--- config.mk ---
export PLATFORM = sky130hd
export DESIGN_NAME = seg7_scan_driver_flat
export DESIGN_NICKNAME = d
export VERILOG_FILES = /design/src/rtl/seg7_pkg.sv /design/src/rtl/seg7_scan_driver_if.sv /design/src/rtl/seg7_decoder.sv /design/src/rtl/seg7_scan_driver.sv /design/src/flat_wrapper.sv
export SDC_FILE = /design/constraint.sdc
export NUM_CORES = 1
export LEC_CHECK = 0
export CAP_MARGIN = 20
export CORE_MARGIN = 2
export CORE_UTILIZATION = 45
export DETAILED_ROUTE_END_ITERATION = 6
export PLACE_DENSITY = 0.65
export SLEW_MARGIN = 30
export SYNTH_ARGS = -nofsm -noshare
export SYNTH_HDL_FRONTEND = slang
export SYNTH_SLANG_ARGS = --single-unit
--- constraint.sdc ---
create_clock -name clk -period 2.77 [get_ports clk]
set_input_delay 0.4155 -clock clk [delete_from_list [all_inputs] [get_ports clk]]
set_output_delay 0.4155 -clock clk [all_outputs]
set_load 0.02 [all_outputs]
--- src/rtl/seg7_pkg.sv ---
// Shared constants and types for the multiplexed 7-segment scan driver.
// Segment codes are active-low, ordered {g,f,e,d,c,b,a}.
package seg7_pkg;

  localparam int NUM_DIGITS = 8;
  localparam int DIGIT_W    = 4;
  localparam int SEG_W      = 7;

  localparam logic [SEG_W-1:0] SEG_0   = 7'b1000000;
  localparam logic [SEG_W-1:0] SEG_1   = 7'b1111001;
  localparam logic [SEG_W-1:0] SEG_2   = 7'b0100100;
  localparam logic [SEG_W-1:0] SEG_3   = 7'b0110000;
  localparam logic [SEG_W-1:0] SEG_4   = 7'b0011001;
  localparam logic [SEG_W-1:0] SEG_5   = 7'b0010010;
  localparam logic [SEG_W-1:0] SEG_6   = 7'b0000010;
  localparam logic [SEG_W-1:0] SEG_7   = 7'b1111000;
  localparam logic [SEG_W-1:0] SEG_8   = 7'b0000000;
  localparam logic [SEG_W-1:0] SEG_9   = 7'b0010000;
  localparam logic [SEG_W-1:0] SEG_A   = 7'b0001000;
  localparam logic [SEG_W-1:0] SEG_B   = 7'b0000011;
  localparam logic [SEG_W-1:0] SEG_C   = 7'b1000110;
  localparam logic [SEG_W-1:0] SEG_D   = 7'b0100001;
  localparam logic [SEG_W-1:0] SEG_E   = 7'b0000110;
  localparam logic [SEG_W-1:0] SEG_F   = 7'b0001110;
  localparam logic [SEG_W-1:0] SEG_OFF = 7'h7F;

  typedef enum logic {
    GUARD = 1'b0,
    SHOW  = 1'b1
  } scan_state_t;

  // Display snapshot captured on load.
  typedef struct packed {
    logic [NUM_DIGITS-1:0][DIGIT_W-1:0] digits;
    logic [NUM_DIGITS-1:0]              dp;
  } snap_t;

endpackage

--- src/rtl/seg7_scan_driver_if.sv ---
// Host-side load bus and LED-board drive lines of the scan driver.
interface seg7_scan_driver_if;
  import seg7_pkg::*;

  logic                          load;
  logic [NUM_DIGITS*DIGIT_W-1:0] digits_in;
  logic [NUM_DIGITS-1:0]         dp_in;
  logic                          blank_lz;
  logic [NUM_DIGITS-1:0]         an;
  logic [SEG_W-1:0]              seg;
  logic                          dp;

  modport master (
    output load, digits_in, dp_in, blank_lz,
    input  an, seg, dp
  );

  modport slave (
    input  load, digits_in, dp_in, blank_lz,
    output an, seg, dp
  );

endinterface

--- src/rtl/seg7_decoder.sv ---
// Combinational nibble to active-low 7-segment lookup; 10-15 render as hex.
module seg7_decoder
  import seg7_pkg::*;
(
  input  logic [DIGIT_W-1:0] i_nib,
  output logic [SEG_W-1:0]   o_seg
);

  always_comb begin
    o_seg = SEG_OFF;
    case (i_nib)
      4'h0: o_seg = SEG_0;
      4'h1: o_seg = SEG_1;
      4'h2: o_seg = SEG_2;
      4'h3: o_seg = SEG_3;
      4'h4: o_seg = SEG_4;
      4'h5: o_seg = SEG_5;
      4'h6: o_seg = SEG_6;
      4'h7: o_seg = SEG_7;
      4'h8: o_seg = SEG_8;
      4'h9: o_seg = SEG_9;
      4'hA: o_seg = SEG_A;
      4'hB: o_seg = SEG_B;
      4'hC: o_seg = SEG_C;
      4'hD: o_seg = SEG_D;
      4'hE: o_seg = SEG_E;
      4'hF: o_seg = SEG_F;
      default: o_seg = SEG_OFF;
    endcase
  end

endmodule

--- src/rtl/seg7_scan_driver.sv ---
// Time-multiplexed 8-digit common-anode driver: snapshot on load, one digit
// per slot with a dark guard interval at slot start and leading-zero blanking.
module seg7_scan_driver
  import seg7_pkg::*;
#(
  parameter int REFRESH_DIV  = 50000,
  parameter int GUARD_CYCLES = 500
) (
  input  logic               clk,
  input  logic               rst,
  seg7_scan_driver_if.slave  bus
);

  localparam int CNT_W = $clog2(REFRESH_DIV);
  localparam int IDX_W = $clog2(NUM_DIGITS);
  localparam logic [CNT_W-1:0] CNT_LAST = CNT_W'(REFRESH_DIV - 1);
  localparam logic [CNT_W-1:0] CNT_GRD  = CNT_W'(GUARD_CYCLES);

  snap_t             r_snap;
  logic [CNT_W-1:0]  r_cnt;
  logic [IDX_W-1:0]  r_idx;
  scan_state_t       r_state;
  logic [NUM_DIGITS-1:0] r_an;
  logic [SEG_W-1:0]  r_seg;
  logic              r_dp;

  logic                              w_wrap;
  logic [CNT_W-1:0]                  w_cnt_nxt;
  logic [NUM_DIGITS-1:0][SEG_W-1:0]  w_seg_lane;
  logic [NUM_DIGITS-1:0]             w_zero;
  logic [NUM_DIGITS-1:0]             w_hi_zero;
  logic [NUM_DIGITS-1:0]             w_blank;

  // Every digit is decoded in parallel; the scan index just picks a lane.
  genvar g;
  generate
    for (g = 0; g < NUM_DIGITS; g++) begin : g_lane
      seg7_decoder u_dec (
        .i_nib (r_snap.digits[g]),
        .o_seg (w_seg_lane[g])
      );
      assign w_zero[g] = (r_snap.digits[g] == '0);
    end
  endgenerate

  // w_hi_zero[i]: digit i and everything above it are zero.
  always_comb begin
    w_hi_zero = '0;
    w_blank   = '0;
    w_hi_zero[NUM_DIGITS-1] = w_zero[NUM_DIGITS-1];
    for (int i = NUM_DIGITS - 2; i >= 0; i--)
      w_hi_zero[i] = w_zero[i] & w_hi_zero[i+1];
    for (int i = 1; i < NUM_DIGITS; i++)
      w_blank[i] = bus.blank_lz & w_hi_zero[i];
  end

  assign w_wrap    = (r_cnt == CNT_LAST);
  assign w_cnt_nxt = w_wrap ? '0 : r_cnt + 1'b1;

  always_ff @(posedge clk) begin
    if (rst) begin
      r_snap <= '0;
    end else if (bus.load) begin
      r_snap.digits <= bus.digits_in;
      r_snap.dp     <= bus.dp_in;
    end
  end

  // State tracks the counter that it will hold after this edge, so it
  // always agrees with r_cnt: GUARD for the first GUARD_CYCLES counts.
  always_ff @(posedge clk) begin
    if (rst) begin
      r_cnt   <= '0;
      r_idx   <= '0;
      r_state <= GUARD;
    end else begin
      r_cnt <= w_cnt_nxt;
      if (w_wrap)
        r_idx <= r_idx + 1'b1;
      case (r_state)
        GUARD:   if (w_cnt_nxt >= CNT_GRD) r_state <= SHOW;
        SHOW:    if (w_wrap)               r_state <= GUARD;
        default:                           r_state <= GUARD;
      endcase
    end
  end

  always_ff @(posedge clk) begin
    if (rst) begin
      r_an  <= '1;
      r_seg <= SEG_OFF;
      r_dp  <= 1'b1;
    end else if (r_state == SHOW && !w_blank[r_idx]) begin
      r_an  <= ~(NUM_DIGITS'(1) << r_idx);
      r_seg <= w_seg_lane[r_idx];
      r_dp  <= ~r_snap.dp[r_idx];
    end else begin
      r_an  <= '1;
      r_seg <= SEG_OFF;
      r_dp  <= 1'b1;
    end
  end

  assign bus.an  = r_an;
  assign bus.seg = r_seg;
  assign bus.dp  = r_dp;

endmodule

--- src/flat_wrapper.sv ---
// flat-port wrapper written by rule: the top's interface ports become plain ports
module seg7_scan_driver_flat import seg7_pkg::*;
#(
  parameter int REFRESH_DIV  = 50000,
  parameter int GUARD_CYCLES = 500
)
  (clk, rst, bus_load, bus_digits_in, bus_dp_in, bus_blank_lz, bus_an, bus_seg, bus_dp);
  seg7_scan_driver_if bus_i ();
  input  logic clk;
  input  logic rst;
  input wire logic [$bits(bus_i.load)-1:0] bus_load;
  input wire logic [$bits(bus_i.digits_in)-1:0] bus_digits_in;
  input wire logic [$bits(bus_i.dp_in)-1:0] bus_dp_in;
  input wire logic [$bits(bus_i.blank_lz)-1:0] bus_blank_lz;
  output wire logic [$bits(bus_i.an)-1:0] bus_an;
  output wire logic [$bits(bus_i.seg)-1:0] bus_seg;
  output wire logic [$bits(bus_i.dp)-1:0] bus_dp;
  assign bus_i.load = bus_load;
  assign bus_i.digits_in = bus_digits_in;
  assign bus_i.dp_in = bus_dp_in;
  assign bus_i.blank_lz = bus_blank_lz;
  assign bus_an = bus_i.an;
  assign bus_seg = bus_i.seg;
  assign bus_dp = bus_i.dp;
  seg7_scan_driver #(.REFRESH_DIV(REFRESH_DIV), .GUARD_CYCLES(GUARD_CYCLES)) u_core (.clk(clk), .rst(rst), .bus(bus_i));
endmodule
==> summary.txt <==
Outcome
  – Status: finished clean

Final layout
  – Layout cells sized above 1: between 10% and 20%
  – Most frequent cells in the layout: dfxtp_1 (132), nor2_1 (61), mux2i_1 (59)
  – Most common cell after layout, fill and taps aside: dfxtp_1
  – Finished Layout Cells: 936
  – Layout Nets: around 840
  – Area Overhead vs Synth: 17.38%
  – Register area: 2643 µm²
  – # diodes: 0
  – Fillcell total: 1301
  – Multi-input combinational cell area: 3797 µm²

STA
  – Hold slack: 0.4735 ns
  – Final hold violations: 0
  – Final Critical Period: 2.112 ns
  – Setup violators final: 0
  – Tcrit/Tclk final: approximately three quarters
  – Final slew viol count: 0
  – Fmax: between 400 and 500 MHz
  – Relative slew slack: 48.51%
  – Setup_tns: 0 ns
  – Worst Skew: 0.009197 ns
  – Final worst setup slack: 0.6583 ns
  – Pin slew with the least headroom to its limit: 0.7652 ns
  – Unrepaired setup endpoints after global routing: no

Power
  – Total Power: 4.886 mW
  – Switching power: around 1.1 mW
  – Sw frac: 23.15%
  – Power Internal: 3.755 mW
  – Clk pwr share: 45.7%
  – Combinational Power Share: a little under an eighth
  – Proportion of power drawn by flip-flops and latches: 42.6%
  – Cell Pwr Density: between 600 and 700 nW/µm²
  – Leak pwr: 3.384 nW
  – Peak VDD IR: 0.4235 mV

CTS
  – Clk sinks: 132
  – H-tree levels: 4
  – Reg clk slew, reported paths: around 0.05 ns
  – Worst-Skew Late Latency: 0.42 ns
  – Post-CTS Setup Bufs: 0
  – Clock Tree Root: clkbuf_16
  – Post-CTS sizing: 0
  – TritonCTS clock tree: done
  – Cts hold-fix bufs: 0
  – Cts bufs inserted: 17
  – CTS max path bufs: 2

Floorplan
  – Core outline area: 15150 µm²
  – DIE AREA: approximately 16000 µm²
  – Row count: 45
  – Chip height: 128.1 µm
  – Die width: 128.1 µm
  – I/O pin cnt: 60
  – Starting density of the core: 45.77%

GRT
  – Grt total ovfl: 0
  – Initial antenna violation count: 0
  – Largest net degree at the start of global routing: 60
  – Vias in the first global route: 4988
  – GRT Total Usage: 18.86%
  – First-pass GRT wire length: 24380 µm

Yosys
  – Number of synthesis warnings: 0
  – Syn_nets: 791
  – Asr flop ratio synth: 0%
  – Main flop type after synthesis: dfxtp_1
  – Synth Instances: 692
  – Register bit total from synthesis: about 130
  – Mapped cell area: roughly 7000 µm²
  – Share of the yosys chip area belonging to registers: 38.12%
  – Syn Area/Cell: roughly 10 µm²
  – Number of synthesized flops with an enable pin: 0
  – Yosys cell types: 67

Critical path
  – Reg2Reg Setup Slack: between 0.6 and 0.7 ns
  – Critical path data required time: 3.10 ns
  – R2R depth: 5
  – CP Launch Point: u_core.r_snap[16]
  – Worst setup SP type: flip-flop
  – CP endpoint: u_core.bus.seg[1]
  – Worst r2r dst: u_core.bus.seg[1]
  – Critical path data arrival time: 2.44 ns
  – Crit end category: flip-flop
  – Reg2Reg Launch Point: u_core.r_snap[16]
  – Crit path kind: reg2reg
  – Worst Path Max Fanout: 16

Route
  – DRT Pass-1 Iters: 4
  – Average routed wire per standard cell: 15.70 µm
  – DRC Markers: 0
  – Detailed Route WL: 14700 µm
  – Vias per Instance: 5.385
  – DRT antenna net count: 0
  – Iter 0 DRT Violations: 279
  – Vias: 5040

Placement
  – Gpl congestion: 0.8795
  – Dpl cells: 905
  – Dpl ws: 0.3288 ns
  – Port bufs: 59
  – Hpwl dp: 10860 µm

Worst hold path
  – Hold Startpoint: rst
  – Hold crit path type: in2reg

Flow run
  – Max-cap viol count: 0
## synth_stat cells (2+ instances only)
library cell	n	area share, %
clkbuf_1	10	0.54
inv_2	8	0.43
nor3_4	2	0.47
or2_1	5	0.45
or2_2	10	0.90
nor2b_1	3	0.27
nor4_1	8	0.72
o32ai_2	5	1.2
a22o_1	9	1.1
mux2i_2	4	0.79
inv_4	3	0.27
nand3_1	15	1.1
mux4_2	21	6.8
nor3_1	19	1.4
and4_1	2	0.25
nor2_4	6	0.97
o2bb2ai_1	2	0.25
a31oi_1	4	0.36
dfxtp_1	132	38
buf_6	6	0.97
o22ai_1	15	1.4
and3_1	2	0.18
or2_0	3	0.27
xnor2_1	9	1.1
nor3b_1	2	0.22
clkbuf_2	2	0.14
buf_1	4	0.22
a22oi_1	3	0.32
nor2_2	7	0.63
xor2_1	5	0.63
buf_4	3	0.32
nand4_1	18	1.6
o21ai_0	23	1.7
buf_12	3	0.87
mux2i_1	59	8.5
o31ai_1	3	0.32
nor2_1	61	3.3
a21oi_1	18	1.3
nand2_1	48	2.6
inv_1	35	1.9
ha_1	55	9.9
buf_2	15	1.1
## area by class of cell
| class | instances | share of cell area, % |
|---|---|---|
| flip-flops and latches | 132 | 32.48 |
| inverters | 47 | 2.322 |
| well taps | 188 | 2.891 |
| clock buffers | 28 | 6.474 |
| clock inverters | 3 | 0.7996 |
| multi-input cells | 469 | 46.67 |
| repair buffers | 69 | 8.365 |
## power groups by stage
| stage | registers, mW | clock network, mW | logic, mW |
|---|---|---|---|
| global route | 2.09 | 2.36 | 0.632 |
| floorplan | 2.09 | 0 | 0.430 |
| detailed placement | 2.12 | 0 | 0.569 |
| finish | 2.08 | 2.23 | 0.574 |
| CTS | 2.08 | 2.27 | 0.574 |
| global placement | 2.12 | 0 | 0.552 |
## stage by stage
step	utilization [%]	cell area, µm²
after floorplan	-	6932
after global placement	49.81	7545
after detailed placement	49.81	7545
after CTS	53.72	8137
after global routing	53.72	8137
final	53.72	8137
## worst min path at each step
stage	depth (start not counted)	endpoint	slack (ns)
6_report	3	u_core.r_snap[17]	0.47
5_1_grt	3	u_core.r_snap[25]	0.49
4_1_cts	3	u_core.r_snap[13]	0.47
3_5_place_dp	2	u_core.r_snap[6]	0.49
3_3_place_gp	2	u_core.r_snap[6]	0.47
2_1_floorplan	2	u_core.r_snap[1]	0.45
## flip-flops by register name (all words and copies together), names as in the netlist
register,flops
u_core.g_lane.u_dec.o_seg,56
u_core.r_snap,40
u_core.r_cnt,16
u_core.bus.an,8
u_core.bus.seg,7
u_core.r_idx,3
u_core.bus.dp,1
u_core.r_state,1
## critical path, stage by stage, from the launching register on
cell,delay [ns]
dfxtp_1,0.32
nor4_1,0.63
o21ai_0,0.17
a21oi_1,0.22
o2111ai_2,0.39
nand4_1,0.29
## per-layer routing
metal  track usage (%)  vias up  share of wire, %
met5                 0        -                 0
li1                  -     2521                 -
met2             31.08      112                47
met3             5.301       16               4.4
met4             4.977        0               1.3
met1             24.44     2391                47
## logic make-up (layout without fill, tap and decap cells)
family,after synthesis,count (layout),share of synthesized area (%)
xor gates and xnor gates,14,14,1.769
AOI/OAI and AO/OA,93,93,9.441
muxes,85,85,16.46
buffers and inverters,91,147,7.094
adders and majority gates,55,55,9.928
DFF,132,132,38.12
and+or+nand+nor,222,222,17.18
No activity file was read; power rests on OpenSTA's default activity.
